`config.mk`:
```
export PLATFORM = sky130hd
export DESIGN_NAME = axis_bram_writer_flat
export DESIGN_NICKNAME = d
export VERILOG_FILES = /design/src/rtl/axis_bram_pkg.sv /design/src/rtl/axis_bram_writer_if.sv /design/src/rtl/axis_beat_serializer.sv /design/src/rtl/axis_bram_writer.sv /design/src/flat_wrapper.sv
export SDC_FILE = /design/constraint.sdc
export NUM_CORES = 1
export LEC_CHECK = 0
export ABC_AREA = 1
export BUFFER_PORTS_ARGS = -buffer_cell sky130_fd_sc_hd__buf_2
export CAP_MARGIN = 20
export CELL_PAD_IN_SITES_DETAIL_PLACEMENT = 1
export CELL_PAD_IN_SITES_GLOBAL_PLACEMENT = 1
export CORE_MARGIN = 2
export CORE_UTILIZATION = 36
export CTS_BUF_LIST = sky130_fd_sc_hd__clkbuf_8
export DETAILED_ROUTE_END_ITERATION = 10
export PLACE_DENSITY = 0.94
export SKIP_LAST_GASP = 1
export SLEW_MARGIN = 20
export SYNTH_ARGS = -nofsm -noshare
export SYNTH_HDL_FRONTEND = slang
export SYNTH_SLANG_ARGS = --single-unit
```
`constraint.sdc`:
```
create_clock -name ACC_CLK -period 3.6 [get_ports ACC_CLK]
set_input_delay 0.18 -clock ACC_CLK [delete_from_list [all_inputs] [get_ports ACC_CLK]]
set_output_delay 0.18 -clock ACC_CLK [all_outputs]
set_load 0.01 [all_outputs]
```
`src/rtl/axis_bram_pkg.sv`:
```
`default_nettype none
// ============================================================================
//  Module      : axis_bram_pkg (package)
//  Description : Items shared by the AXI-Stream to BRAM writer.
//                - state_t            : writer FSM states (IDLE/RECV/WRITE/DONE)
//                - clogb2()           : ceiling log2, never less than 1
//                - sub_words_per_beat : R = stream width / BRAM word width
//  Revision    : 1.0 - initial release
// ============================================================================
package axis_bram_pkg;

    typedef enum logic [1:0] {
        ST_IDLE  = 2'd0,
        ST_RECV  = 2'd1,
        ST_WRITE = 2'd2,
        ST_DONE  = 2'd3
    } state_t;

    // Bits needed to index 'value' items; a single item still gets one bit
    // so that index registers never collapse to zero width.
    function automatic int clogb2(input int value);
        int result;
        result = 1;
        for (int i = 1; i < 31; i++) begin
            if ((1 << i) < value) begin
                result = i + 1;
            end
        end
        return result;
    endfunction

    // Number of BRAM words carried by one stream beat.
    function automatic int sub_words_per_beat(input int axis_w, input int bram_w);
        return axis_w / bram_w;
    endfunction

endpackage : axis_bram_pkg
`default_nettype wire

```
`src/rtl/axis_bram_writer_if.sv`:
```
`default_nettype none
// ============================================================================
//  Module      : axis_bram_writer_if (interface)
//  Description : Bundles the writer's stream, BRAM, control and depth-FIFO
//                signals.
//                slave  modport : the writer (consumes AXIS, drives BRAM)
//                master modport : the environment around the writer
//                Optional AXIS_TKEEP exists when AXIS_BRAM_WRITER_TKEEP_EN
//                is defined.
//  Revision    : 1.0 - initial release
// ============================================================================
interface axis_bram_writer_if #(
    parameter int AXIS_DATA_WIDTH = 64,
    parameter int BRAM_DATA_WIDTH = 32,
    parameter int BRAM_ADDR_WIDTH = 10
) ();

    // Control
    logic                           CTRL_ALLOW;
    logic                           CTRL_FINISHED;
    // AXI-Stream
    logic [AXIS_DATA_WIDTH-1:0]     AXIS_TDATA;
    logic                           AXIS_TVALID;
    logic                           AXIS_TLAST;
    logic                           AXIS_TREADY;
`ifdef AXIS_BRAM_WRITER_TKEEP_EN
    logic [AXIS_DATA_WIDTH/8-1:0]   AXIS_TKEEP;
`endif
    // BRAM write port
    logic [BRAM_ADDR_WIDTH-1:0]     BRAM_ADDR;
    logic [BRAM_DATA_WIDTH-1:0]     BRAM_DOUT;
    logic [BRAM_DATA_WIDTH/8-1:0]   BRAM_WE;
    logic                           BRAM_EN;
    // Depth FIFO write port
    logic [31:0]                    DATA_DEPTH;
    logic                           DATA_DEPTH_WRITE;
    logic                           DATA_DEPTH_FULL;
    // Status
    logic                           OVERFLOW;

    modport slave (
        input  CTRL_ALLOW,
        input  AXIS_TDATA, AXIS_TVALID, AXIS_TLAST,
`ifdef AXIS_BRAM_WRITER_TKEEP_EN
        input  AXIS_TKEEP,
`endif
        input  DATA_DEPTH_FULL,
        output CTRL_FINISHED, AXIS_TREADY,
        output BRAM_ADDR, BRAM_DOUT, BRAM_WE, BRAM_EN,
        output DATA_DEPTH, DATA_DEPTH_WRITE, OVERFLOW
    );

    modport master (
        output CTRL_ALLOW,
        output AXIS_TDATA, AXIS_TVALID, AXIS_TLAST,
`ifdef AXIS_BRAM_WRITER_TKEEP_EN
        output AXIS_TKEEP,
`endif
        output DATA_DEPTH_FULL,
        input  CTRL_FINISHED, AXIS_TREADY,
        input  BRAM_ADDR, BRAM_DOUT, BRAM_WE, BRAM_EN,
        input  DATA_DEPTH, DATA_DEPTH_WRITE, OVERFLOW
    );

endinterface : axis_bram_writer_if
`default_nettype wire

```
`src/rtl/axis_beat_serializer.sv`:
```
`default_nettype none
// ============================================================================
//  Module      : axis_beat_serializer
//  Description : Holds one accepted stream beat and presents it one BRAM
//                word at a time, least-significant word first.
//                clk, rst      : clock, synchronous active-high reset
//                load          : capture beat_data/beat_keep/beat_last
//                advance       : step to the next sub-word
//                sub_word      : current sub-word
//                sub_be        : byte enables (keep bits) of that sub-word
//                last_sub      : current sub-word is the beat's last one
//                beat_is_last  : latched TLAST of the held beat
//  Revision    : 1.0 - initial release
// ============================================================================
module axis_beat_serializer
    import axis_bram_pkg::*;
#(
    parameter int AXIS_DATA_WIDTH = 64,
    parameter int BRAM_DATA_WIDTH = 32
) (
    input  logic                          clk,
    input  logic                          rst,
    input  logic                          load,
    input  logic                          advance,
    input  logic [AXIS_DATA_WIDTH-1:0]    beat_data,
    input  logic [AXIS_DATA_WIDTH/8-1:0]  beat_keep,
    input  logic                          beat_last,
    output logic [BRAM_DATA_WIDTH-1:0]    sub_word,
    output logic [BRAM_DATA_WIDTH/8-1:0]  sub_be,
    output logic                          last_sub,
    output logic                          beat_is_last
);

    localparam int R     = sub_words_per_beat(AXIS_DATA_WIDTH, BRAM_DATA_WIDTH);
    localparam int IDX_W = clogb2(R);
    localparam int BE_W  = BRAM_DATA_WIDTH / 8;

    logic [AXIS_DATA_WIDTH-1:0]   r_data;
    logic [AXIS_DATA_WIDTH/8-1:0] r_keep;
    logic                         r_last;
    logic [IDX_W-1:0]             r_idx;

    // The beat is shifted down after each sub-word, so the current word is
    // always in the low bits and no wide multiplexer is needed.
    always_ff @(posedge clk) begin
        if (rst) begin
            r_data <= '0;
            r_keep <= '0;
            r_last <= 1'b0;
            r_idx  <= '0;
        end else if (load) begin
            r_data <= beat_data;
            r_keep <= beat_keep;
            r_last <= beat_last;
            r_idx  <= '0;
        end else if (advance && !last_sub) begin
            r_data <= r_data >> BRAM_DATA_WIDTH;
            r_keep <= r_keep >> BE_W;
            r_idx  <= r_idx + 1'b1;
        end
    end

    assign sub_word     = r_data[BRAM_DATA_WIDTH-1:0];
    assign sub_be       = r_keep[BE_W-1:0];
    assign last_sub     = (r_idx == IDX_W'(R - 1));
    assign beat_is_last = r_last;

endmodule : axis_beat_serializer
`default_nettype wire

```
`src/rtl/axis_bram_writer.sv`:
```
`default_nettype none
// ============================================================================
//  Module      : axis_bram_writer
//  Description : Receives an AXI-Stream frame and writes it into a BRAM
//                buffer one BRAM word per cycle, then pushes the number of
//                words written into a depth FIFO.
//                ACC_CLK, ARESET : clock, synchronous active-high reset
//                bus (slave)     : CTRL_ALLOW/CTRL_FINISHED, AXIS_T*,
//                                  BRAM_*, DATA_DEPTH*, OVERFLOW
//                Words beyond BRAM_DATA_DEPTH are dropped, OVERFLOW is set
//                and the stream is drained until TLAST.
//                Define AXIS_BRAM_WRITER_TKEEP_EN to honour AXIS_TKEEP:
//                sub-words with no kept bytes are skipped, and BRAM_WE
//                follows the kept bytes.
//  Revision    : 1.0 - initial release
// ============================================================================
module axis_bram_writer
    import axis_bram_pkg::*;
#(
    parameter int AXIS_DATA_WIDTH = 64,
    parameter int BRAM_DATA_WIDTH = 32,
    parameter int BRAM_ADDR_WIDTH = 10,
    parameter int BRAM_DATA_DEPTH = 1024
) (
    input  logic              ACC_CLK,
    input  logic              ARESET,
    axis_bram_writer_if.slave bus
);

    localparam int BE_W   = BRAM_DATA_WIDTH / 8;
    localparam int KEEP_W = AXIS_DATA_WIDTH / 8;

    state_t                      r_state;
    state_t                      w_state_next;
    logic [31:0]                 r_word_cnt;
    logic                        r_overflow;

    logic [KEEP_W-1:0]           w_beat_keep;
    logic [BRAM_DATA_WIDTH-1:0]  w_sub_word;
    logic [BE_W-1:0]             w_sub_be;
    logic                        w_last_sub;
    logic                        w_beat_last;
    logic                        w_has_bytes;
    logic                        w_room;
    logic                        w_accept;
    logic                        w_write;
    logic                        w_overflow_hit;
    logic                        w_push;

`ifdef AXIS_BRAM_WRITER_TKEEP_EN
    assign w_beat_keep = bus.AXIS_TKEEP;
`else
    assign w_beat_keep = '1;
`endif

    axis_beat_serializer #(
        .AXIS_DATA_WIDTH (AXIS_DATA_WIDTH),
        .BRAM_DATA_WIDTH (BRAM_DATA_WIDTH)
    ) u_serializer (
        .clk          (ACC_CLK),
        .rst          (ARESET),
        .load         (w_accept),
        .advance      (r_state == ST_WRITE),
        .beat_data    (bus.AXIS_TDATA),
        .beat_keep    (w_beat_keep),
        .beat_last    (bus.AXIS_TLAST),
        .sub_word     (w_sub_word),
        .sub_be       (w_sub_be),
        .last_sub     (w_last_sub),
        .beat_is_last (w_beat_last)
    );

    assign w_has_bytes = |w_sub_be;
    assign w_room      = (r_word_cnt < 32'(BRAM_DATA_DEPTH));

    always_comb begin
        w_state_next   = r_state;
        w_accept       = 1'b0;
        w_write        = 1'b0;
        w_overflow_hit = 1'b0;
        w_push         = 1'b0;
        case (r_state)
            ST_IDLE: begin
                if (bus.CTRL_ALLOW) begin
                    w_state_next = ST_RECV;
                end
            end
            ST_RECV: begin
                if (bus.AXIS_TVALID) begin
                    w_accept     = 1'b1;
                    w_state_next = ST_WRITE;
                end
            end
            ST_WRITE: begin
                // A sub-word with data but no room marks overflow; the beat
                // still takes its cycle so the stream keeps draining.
                w_write        = w_has_bytes && w_room;
                w_overflow_hit = w_has_bytes && !w_room;
                if (w_last_sub) begin
                    w_state_next = w_beat_last ? ST_DONE : ST_RECV;
                end
            end
            ST_DONE: begin
                if (!bus.DATA_DEPTH_FULL) begin
                    w_push       = 1'b1;
                    w_state_next = ST_IDLE;
                end
            end
            default: begin
                w_state_next = ST_IDLE;
            end
        endcase
    end

    always_ff @(posedge ACC_CLK) begin
        if (ARESET) begin
            r_state    <= ST_IDLE;
            r_word_cnt <= '0;
            r_overflow <= 1'b0;
        end else begin
            r_state <= w_state_next;
            if (r_state == ST_IDLE && bus.CTRL_ALLOW) begin
                r_overflow <= 1'b0;
                r_word_cnt <= '0;
            end
            if (w_write) begin
                r_word_cnt <= r_word_cnt + 32'd1;
            end
            if (w_overflow_hit) begin
                r_overflow <= 1'b1;
            end
            if (w_push) begin
                r_word_cnt <= '0;
            end
        end
    end

    assign bus.AXIS_TREADY      = (r_state == ST_RECV);
    assign bus.BRAM_EN          = w_write;
    assign bus.BRAM_WE          = w_write ? w_sub_be : '0;
    assign bus.BRAM_ADDR        = w_write ? r_word_cnt[BRAM_ADDR_WIDTH-1:0] : '0;
    assign bus.BRAM_DOUT        = w_write ? w_sub_word : '0;
    assign bus.DATA_DEPTH       = (r_state == ST_DONE) ? r_word_cnt : '0;
    assign bus.DATA_DEPTH_WRITE = w_push;
    assign bus.CTRL_FINISHED    = w_push;
    assign bus.OVERFLOW         = r_overflow;

endmodule : axis_bram_writer
`default_nettype wire
```
`src/flat_wrapper.sv`:
```
// flat-port wrapper written by rule: the top's interface ports become plain ports
module axis_bram_writer_flat import axis_bram_pkg::*;
#(
    parameter int AXIS_DATA_WIDTH = 64,
    parameter int BRAM_DATA_WIDTH = 32,
    parameter int BRAM_ADDR_WIDTH = 10,
    parameter int BRAM_DATA_DEPTH = 1024
)
  (ACC_CLK, ARESET, bus_CTRL_ALLOW, bus_AXIS_TDATA, bus_AXIS_TVALID, bus_AXIS_TLAST, bus_DATA_DEPTH_FULL, bus_CTRL_FINISHED, bus_AXIS_TREADY, bus_BRAM_ADDR, bus_BRAM_DOUT, bus_BRAM_WE, bus_BRAM_EN, bus_DATA_DEPTH, bus_DATA_DEPTH_WRITE, bus_OVERFLOW);
  axis_bram_writer_if #(.AXIS_DATA_WIDTH(AXIS_DATA_WIDTH), .BRAM_DATA_WIDTH(BRAM_DATA_WIDTH), .BRAM_ADDR_WIDTH(BRAM_ADDR_WIDTH)) bus_i ();
  input  logic ACC_CLK;
  input  logic ARESET;
  input wire logic [$bits(bus_i.CTRL_ALLOW)-1:0] bus_CTRL_ALLOW;
  input wire logic [$bits(bus_i.AXIS_TDATA)-1:0] bus_AXIS_TDATA;
  input wire logic [$bits(bus_i.AXIS_TVALID)-1:0] bus_AXIS_TVALID;
  input wire logic [$bits(bus_i.AXIS_TLAST)-1:0] bus_AXIS_TLAST;
  input wire logic [$bits(bus_i.DATA_DEPTH_FULL)-1:0] bus_DATA_DEPTH_FULL;
  output wire logic [$bits(bus_i.CTRL_FINISHED)-1:0] bus_CTRL_FINISHED;
  output wire logic [$bits(bus_i.AXIS_TREADY)-1:0] bus_AXIS_TREADY;
  output wire logic [$bits(bus_i.BRAM_ADDR)-1:0] bus_BRAM_ADDR;
  output wire logic [$bits(bus_i.BRAM_DOUT)-1:0] bus_BRAM_DOUT;
  output wire logic [$bits(bus_i.BRAM_WE)-1:0] bus_BRAM_WE;
  output wire logic [$bits(bus_i.BRAM_EN)-1:0] bus_BRAM_EN;
  output wire logic [$bits(bus_i.DATA_DEPTH)-1:0] bus_DATA_DEPTH;
  output wire logic [$bits(bus_i.DATA_DEPTH_WRITE)-1:0] bus_DATA_DEPTH_WRITE;
  output wire logic [$bits(bus_i.OVERFLOW)-1:0] bus_OVERFLOW;
  assign bus_i.CTRL_ALLOW = bus_CTRL_ALLOW;
  assign bus_i.AXIS_TDATA = bus_AXIS_TDATA;
  assign bus_i.AXIS_TVALID = bus_AXIS_TVALID;
  assign bus_i.AXIS_TLAST = bus_AXIS_TLAST;
  assign bus_i.DATA_DEPTH_FULL = bus_DATA_DEPTH_FULL;
  assign bus_CTRL_FINISHED = bus_i.CTRL_FINISHED;
  assign bus_AXIS_TREADY = bus_i.AXIS_TREADY;
  assign bus_BRAM_ADDR = bus_i.BRAM_ADDR;
  assign bus_BRAM_DOUT = bus_i.BRAM_DOUT;
  assign bus_BRAM_WE = bus_i.BRAM_WE;
  assign bus_BRAM_EN = bus_i.BRAM_EN;
  assign bus_DATA_DEPTH = bus_i.DATA_DEPTH;
  assign bus_DATA_DEPTH_WRITE = bus_i.DATA_DEPTH_WRITE;
  assign bus_OVERFLOW = bus_i.OVERFLOW;
  axis_bram_writer #(.AXIS_DATA_WIDTH(AXIS_DATA_WIDTH), .BRAM_DATA_WIDTH(BRAM_DATA_WIDTH), .BRAM_ADDR_WIDTH(BRAM_ADDR_WIDTH), .BRAM_DATA_DEPTH(BRAM_DATA_DEPTH)) u_core (.ACC_CLK(ACC_CLK), .ARESET(ARESET), .bus(bus_i));
endmodule
```
==> results of run 1 <==
[registers in the layout (all words and copies together), names as in the netlist]
signal and flops:
u_core.bus.OVERFLOW 1, u_core.r_state 2, u_core.r_word_cnt 32, u_core.u_serializer.beat_is_last 1, u_core.u_serializer.last_sub 1, u_core.u_serializer.r_data 64, u_core.u_serializer.r_keep 2
[final cells by class]
cell class | instances | area (um2) | area share [%]
clock buffer | 9 | 124 | 2.24
inverter | 91 | 342 | 6.19
tap | 172 | 215 | 3.90
multi-input combinational | 439 | 1920 | 34.8
clock inverter | 7 | 66.3 | 1.20
sequential | 103 | 2060 | 37.4
timing repair buffer | 156 | 791 | 14.3
[report_power, final]
part,internal (uW),switching (uW)
Clock,318,401
Sequential,1240,53.8
Combinational,164,416
Total,1720,871
[metrics by stage]
| stage | hold slack, ns | power, uW |
|---|---|---|
| after floorplan | 0.324 | 1780 |
| after global placement | 0.437 | 1880 |
| after detailed placement | 0.440 | 1900 |
| after CTS | 0.0272 | 2620 |
| after global routing | 0.0296 | 2750 |
| final | 0.0477 | 2590 |
[cells by family after synthesis]
| family | count (synthesis) | share of synthesized area, % |
|---|---|---|
| XOR/XNOR | 2 | 0.385 |
| flip-flops | 103 | 45.3 |
| buffers and inverters | 131 | 12.6 |
| AND/OR/NAND/NOR | 351 | 31.0 |
| adder cells (fa/ha/maj) | 1 | 0.275 |
| AO/OA/AOI/OAI | 85 | 10.5 |
[placed cells by master (no fill, tap or decap), types with 7 or more instances in the layout]
master / count
a21oi_1: 45
a31oi_1: 27
buf_2: 152
clkbuf_8: 9
dfxtp_1: 103
inv_1: 86
inv_2: 7
nand2_1: 196
nand3_1: 25
nor2_1: 104
nor3_1: 15
[layer usage]
layer  track usage (%)  up-vias
met3              4.51       15
met1              24.7     2154
li1                  -     2328
met2              34.2      128
met4              6.75        0
met5                 0        -
[path summary, 6_finish.rpt]
check,to,startpoint
worst max-delay path,bus_BRAM_ADDR[0],u_core.r_word_cnt[28]$_SDFFE_PP0P_
worst min-delay path,u_core.u_serializer.r_data[56]$_SDFFE_PP0P_,bus_AXIS_TDATA[56]
worst max register to register,u_core.u_serializer.r_data[48]$_SDFFE_PP0P_,u_core.r_state[1]$_SDFFE_PP0P_
worst min register to register,u_core.r_word_cnt[12]$_SDFFE_PP0P_,u_core.r_word_cnt[12]$_SDFFE_PP0P_
[worst max-delay path, stage by stage, from the launching register on]
cell	delay, ns
dfxtp_1	0.32
nor2_1	0.12
nand2_1	0.07
nor2_1	0.17
nand3_1	0.14
nor2_1	0.67
nand2_1	0.14
inv_1	0.10
buf_2	0.13
==> metrics, run 1 <==
overall routing resource usage=19.9%; initial antenna violation count=1; Worst setup SP type=flop; non-filler cells in the finished layout=977; status=completed; IR drop worst, VDD=0.278 mV; I/O Buffers=152; Area Growth Syn to Fin=21.2%; worst endpoint data arrival time=2.24 ns; cell taking the most area after synthesis=dfxtp_1; Inserted Clock Buffers=9; core area=0.0125 mm2; Root Buffer=clkbuf_8; DR top layer=met4; Tightest Pin Transition=0.988 ns; clock latency on the worst-skew pair=0.37 ns; final setup violation count=0; Post-synth EDFFs=0; top-area cell type share of the netlist area=45.3%; initial core utilization=36.5%; number of global-route vias before repair=4608; number of max-cap violations=0; Setup crit end kind=output pin; gpl congestion=0.770; mapped cell area=0.00455 mm2; metal3 WL=813 um; PD cells=469 mW/mm2; Placed Cells=961; post-layout util=44.3%; largest net degree at the start of global routing=62; drt drc=0; post-synthesis cell count=673; most frequent cell after synthesis=nand2_1; # hold bufs at CTS=0; CTS sink cnt=103; pre-CTS setup slack=1.56 ns; First-pass DRT Iterations=4; met1 wire length=5900 um; min Tclk post-route=2.42 ns; DR vias=4625; Routed WL=13100 um; vias per cell=4.73; r2r worst-path depth=8; Clock Pin Slew Worst Setup and Hold Paths=0.10 ns; #FFs+latches synth=103; die area=0.0136 mm2; die height=116 um; RSZ-0062 raised after global routing=no; number of cells on the worst hold path=3; filler cell count=1699; placed cell area=0.00533 mm2; Post-Syn Nets=744; sequential fraction of the synthesis area=45.3%; nets=871; crit path kind=reg -> out; cell area after layout=0.00552 mm2; most frequent cells after synthesis=nand2_1, nor2_1, dfxtp_1; # IOs=153; Slew HR=34.1%; post-route antenna net violation count=0; Hold Crit Class=in -> reg; Die Wd=116 um; Avg Inst Size Synth=6.77 um2; Final Cycle Share=67.2%; CTS tree=done; first-pass GRT wire length=21400 um; Final Hold Vio Count=0; Avg WL per Cell=13.4 um; max frequency=0.413 GHz; Worst Skew=0.0122 ns; async set-reset flop share out of synthesis=0%; DPL Wire Length=9530 um; synth top area cells=dfxtp_1, nand2_1, nor2_1, inv_1, a21oi_1; Worst Path Max Fanout=12; n_diodes=0; CP required=3.42 ns; CTS resizes=0; Setup WS post-layout=1.18 ns; Clock Path Buffers=2; yosys warns=0; H-tree depth=3; predominant post-synthesis flop cell=dfxtp_1; DR WL met2=6200 um; std cell rows=41; Yosys cell types=27; post-CTS setup buffer count=0; Lkg Pwr=0.00231 uW; DRT iter0 DRCs=197; layout cells sized above 1=22.9%; Congestion Overflow GR=0; Slew Limit Fails=0; FF-to-FF setup slack=1.49 ns; aggregate negative setup slack=0 ns
No activity file was read; power rests on OpenSTA's default activity.
==> inputs of run 2 (changes only) <==
CORE_UTILIZATION = 32   (was 36)
PLACE_DENSITY = 0.89   (was 0.94)
clock period = 2 ns   (was 3.6 ns; I/O delays follow)
==> metrics, run 2 (synthesized netlist as in run 1, its figures left out) <==
core area=0.0139 mm2 (+11%); Final Cycle Share=98.4%; # IOs=153 (unchanged); initial core utilization=32.8% (-3.7 points); Hold Crit Class=in -> reg; Crit Reg-Reg Startpoint=u_core.r_state[1]$_SDFFE_PP0P_; gpl congestion=0.783 (+1.8%); die height=123 um (+5.9%); Lkg Pwr=0.00261 uW (+13%); Biggest register=u_core.u_serializer.r_data; number of max-cap violations=0 (unchanged); vias per cell=4.75 (+0.33%); Worst Path Max Fanout=18 (+6); overall routing resource usage=20.8% (+0.86 points); Congestion Overflow GR=0 (unchanged); clock latency on the worst-skew pair=0.39 ns (+0.02 ns); Final Hold Vio Count=0 (unchanged); Tightest Pin Transition=0.546 ns (-0.442 ns); DR vias=4987 (+7.8%); initial antenna violation count=2 (+1); Inserted Clock Buffers=9 (unchanged); Slowest-stage cell, CP=dfxtp_1; post-route antenna net violation count=0 (unchanged); CTS tree=done; Setup crit start=u_core.r_word_cnt[30]$_SDFFE_PP0P_; min Tclk post-route=1.97 ns; Setup WS post-layout=0.0318 ns (-1.15 ns); Avg WL per Cell=15.0 um (+12%); largest net degree at the start of global routing=41 (-34%); Clock Pin Slew Worst Setup and Hold Paths=0.11 ns (about the same); final setup violation count=0 (unchanged); std cell rows=43 (+4.9%); Clock Path Buffers=2 (unchanged); post-layout util=44.9% (+0.57 points); cell area after layout=0.00623 mm2 (+13%); commonest non-fill, non-tap cell in the layout=nand2_1; pre-CTS setup slack=0.223 ns (-1.34 ns); DRT iter0 DRCs=242 (+23%); number of cells on the worst hold path=5 (+2); Slew Limit Fails=0 (unchanged); I/O Buffers=152 (unchanged); Area Growth Syn to Fin=36.7%; Slew HR=63.6% (+30 points); top flop regs=u_core.u_serializer.r_data: 64 flops, u_core.r_word_cnt: 32 flops; CTS sink cnt=103 (unchanged); crit path kind=reg -> out; Worst setup SP type=flop; First-pass DRT Iterations=4 (unchanged); RSZ-0062 raised after global routing=yes; drt drc=0 (unchanged); layout cells sized above 1=23.6% (+0.73 points); placed cell area=0.00539 mm2 (+1.2%); IR drop worst, VDD=0.386 mV (+39%); Worst path max stage delay=0.33 ns (-0.34 ns); first-pass GRT wire length=24600 um (+15%); H-tree depth=3 (unchanged); Die Wd=123 um (+5.9%); hold slack final=0.0111 ns (-0.0366 ns); die area=0.0152 mm2 (+12%); max frequency=0.508 GHz; nets=935 (+7.3%); Setup crit end kind=output pin; Routed WL=15700 um (+20%); aggregate negative setup slack=0 ns (unchanged); max reg flops=64 (unchanged); commonest non-fill, non-tap cells in the layout=nand2_1, buf_2, dfxtp_1; number of global-route vias before repair=5078 (+10%); CP required=1.90 ns (-1.52 ns); min-delay src=bus_AXIS_TDATA[60]; DPL Wire Length=9600 um (+0.71%); PD cells=800 mW/mm2 (+71%); Root Buffer=clkbuf_8; worst endpoint data arrival time=1.87 ns (-0.37 ns); Most common cell on crit path=nor2_1; CP cell instances=nor2_1 -> nand2_1 -> nor2_2 -> nand4_1 -> buf_4 -> buf_12 -> nor2_1 -> buf_2; r2r worst-path depth=9 (+1); status=completed; Worst Skew=0.0119 ns (-0.000337 ns)
[run 2: final timing paths]
path                                                               endpoint  slack, ns
worst max-delay path                                       bus_BRAM_DOUT[1]       0.03
worst min register to register           u_core.r_word_cnt[23]$_SDFFE_PP0P_       0.46
worst max register to register  u_core.u_serializer.r_data[36]$_SDFFE_PP0P_       0.28
worst min-delay path            u_core.u_serializer.r_data[60]$_SDFFE_PP0P_       0.01
[run 2: final cells by class]
| class | instances | area [um2] |
|---|---|---|
| antenna | 1 | 2.50 |
| clock buffer | 10 | 138 |
| clock inverter | 6 | 72.6 |
| fill | 1837 | 7650 |
| inverter | 91 | 342 |
| multi-input combinational | 439 | 1940 |
| sequential | 103 | 2060 |
| tap | 180 | 225 |
| timing repair buffer | 220 | 1450 |
[run 2: power breakdown]
part           internal, uW  switching (uW)  total (uW)  leakage (uW)
registers              2230             101        2330      0.000835
logic                   416             808        1220       0.00167
clock network           631             798        1430      0.000104
[run 2: timing repair]
action / 4_1_cts / 5_1_grt
buffers inserted: 0 / 2
gates resized for setup: 0 / 15
endpoints found under the hold margin: 54 / 0
setup endpoints to repair: 0 / 32
hold buffers: 54 / 0
[run 2: per-layer routing]
layer	track usage, %	wire, um	up-vias
met5	0	11	-
met1	23.8	6620	2360
met3	5.63	780	28
met4	7.67	296	2
met2	36.9	8030	142
li1	-	-	2455
[run 2: worst max-delay path, delay by kind of cell (launching register included)]
kind,cells,cell delay [ns]
and+or+nand+nor,5,0.64
buffers and inverters,3,0.51
DFF,1,0.33
[run 2: through the flow]
step                      std cells  total power (uW)
after CTS                      1046              4970
final                          1050              4980
after global placement          976              3420
after floorplan                 673              3210
after detailed placement        976              3460
after global routing           1050              5270
==> inputs of run 3 (changes only) <==
RECOVER_POWER = 100   (was default)
SETUP_SLACK_MARGIN = 0.15   (was default)
==> metrics, run 3 (synthesized netlist as in run 1, its figures left out) <==
CP cell instances=nor2_2 -> nand2_1 -> nor2_2 -> nand4_1 -> buf_6 -> buf_12 -> nor2_2 -> buf_2; Worst setup SP type=flop; die area=0.0152 mm2 (unchanged); top flop regs=u_core.u_serializer.r_data: 64 flops, u_core.r_word_cnt: 32 flops; hold slack final=0.0190 ns (+0.00786 ns); CTS sink cnt=103 (unchanged); Die Wd=123 um (unchanged); Congestion Overflow GR=0 (unchanged); Slew HR=64.0% (+0.44 points); max frequency=0.526 GHz (+3.6%); die height=123 um (unchanged); clock latency on the worst-skew pair=0.38 ns (about the same); commonest non-fill, non-tap cell in the layout=nand2_1; std cell rows=43 (unchanged); n_diodes=0 (-1); CTS tree=done; Slew Limit Fails=0 (unchanged); number of max-cap violations=0 (unchanged); Worst path max stage delay=0.34 ns (about the same); Root Buffer=clkbuf_8; DR vias=5025 (+0.76%); Biggest register=u_core.u_serializer.r_data; min Tclk post-route=1.90 ns (-0.0677 ns); Routed WL=16200 um (+3.2%); First-pass DRT Iterations=5 (+1); initial antenna violation count=1 (-1); cell area after layout=0.00644 mm2 (+3.5%); Multi-input gate area=0.00204 mm2 (+5.2%); total power draw=5040 uW (+1.1%); Lkg Pwr=0.00266 uW (+1.9%); Worst Skew=0.0105 ns (-0.00133 ns); first-pass GRT wire length=25600 um (+4.2%); core area=0.0139 mm2 (unchanged); max reg flops=64 (unchanged); post-route antenna net violation count=0 (unchanged); largest net degree at the start of global routing=41 (unchanged); I/O Buffers=152 (unchanged); Tightest Pin Transition=0.539 ns (-0.00665 ns); Slowest-stage cell, CP=dfxtp_2; placed cell area=0.00539 mm2 (unchanged); Sequential cell area=0.00207 mm2 (+0.24%); final setup violation count=0 (unchanged); CP required=1.90 ns (about the same); crit path kind=reg -> out; aggregate negative setup slack=0 ns (unchanged); Hold Crit Class=in -> reg; Final Hold Vio Count=0 (unchanged); nets=942 (+0.75%); Final Cycle Share=95.0% (-3.4 points); DRT iter0 DRCs=247 (+2.1%); vias per cell=4.76 (+0.19%); RSZ-0062 raised after global routing=yes; DPL Wire Length=9600 um (unchanged); Placed Cells=976 (unchanged); drt drc=0 (unchanged); layout cells sized above 1=28.1% (+4.5 points); IR drop worst, VDD=0.392 mV (+1.8%); # IOs=153 (unchanged); Avg WL per Cell=15.4 um (+2.6%); Clock Path Buffers=2 (unchanged); PD cells=782 mW/mm2 (-2.3%); Area Growth Syn to Fin=41.5%; non-filler cells in the finished layout=1056 (+0.57%); Inserted Clock Buffers=9 (unchanged); H-tree depth=3 (unchanged); initial core utilization=32.8% (unchanged); Most common cell on crit path=nor2_2; filler cell count=1815 (-1.2%); status=completed; number of global-route vias before repair=5236 (+3.1%); worst endpoint data arrival time=1.80 ns (-0.07 ns); overall routing resource usage=21.7% (+0.91 points); Setup crit end kind=output pin; Clock Pin Slew Worst Setup and Hold Paths=0.10 ns (about the same); gpl congestion=0.783 (unchanged); commonest non-fill, non-tap cells in the layout=nand2_1, buf_2, dfxtp_1; Worst Path Max Fanout=16 (-2)
==> run 3: cell count changes in the layout (fill, tap and decap cells not counted), moves of 2 or more <==
| cell | delta |
|---|---|
| buf_6 | +6 |
| nor2_4 | +4 |
| buf_2 | -6 |
| nor2_2 | +25 |
| nor2_1 | -29 |
| buf_4 | +4 |
| buf_12 | +2 |
| dfxtp_2 | +4 |
| dfxtp_1 | -4 |
==> run 3: what timing repair did <==
action	4_1_cts	5_1_grt
pin swaps	3	7
setup buffers	7	2
hold endpoints to repair	54	0
endpoints found under the setup margin	27	91
resized for setup	23	41
hold buffers	54	0
cloned	1	0
==> run 3: final cells by class <==
type | instances | share of cell area (%)
Clock buffer | 10 | 2.14
Clock inverter | 6 | 1.13
Inverter | 91 | 5.30
Multi-Input combinational cell | 439 | 31.6
Sequential cell | 103 | 32.1
Tap cell | 180 | 3.50
Timing Repair Buffer | 227 | 24.2
==> run 3: path summary, 6_finish.rpt <==
path,cells past startpoint,endpoint,slack [ns],startpoint
max,8,bus_BRAM_DOUT[19],0.1,u_core.r_word_cnt[17]$_SDFFE_PP0P_
min,5,u_core.u_serializer.r_data[60]$_SDFFE_PP0P_,0.02,bus_AXIS_TDATA[60]
max reg2reg,11,u_core.r_word_cnt[7]$_SDFFE_PP0P_,0.29,u_core.r_word_cnt[17]$_SDFFE_PP0P_
min reg2reg,2,u_core.r_word_cnt[23]$_SDFFE_PP0P_,0.46,u_core.r_word_cnt[23]$_SDFFE_PP0P_
==> run 3: critical path: cells and delay by family (launching register included) <==
family / cells / cell delay, ns
and+or+nand+nor: 5 / 0.59
buffers and inverters: 3 / 0.48
DFF: 1 / 0.34
==> run 3: where the power goes <==
part | switching, uW | internal (uW) | total (uW)
combinational | 843 | 444 | 1290
sequential | 102 | 2230 | 2330
clock | 786 | 632 | 1420
total | 1730 | 3300 | 5040
==> run 3: per-stage QoR <==
| stage | setup WS [ns] | utilization [%] |
|---|---|---|
| CTS | 0.104 | 45.5 |
| global placement | 0.332 | 38.8 |
| finish | 0.0995 | 46.4 |
| floorplan | 0.630 | - |
| detailed placement | 0.223 | 38.8 |
| global route | -0.0510 | 46.4 |
==> run 3: routing by layer <==
| metal | up-vias | part of all wire, % | global-route usage [%] |
|---|---|---|---|
| li1 | 2475 | - | - |
| met1 | 2366 | 40 | 24.6 |
| met2 | 142 | 52 | 39.0 |
| met3 | 40 | 4.7 | 4.66 |
| met4 | 2 | 3.0 | 9.45 |
| met5 | - | 0.068 | 0 |
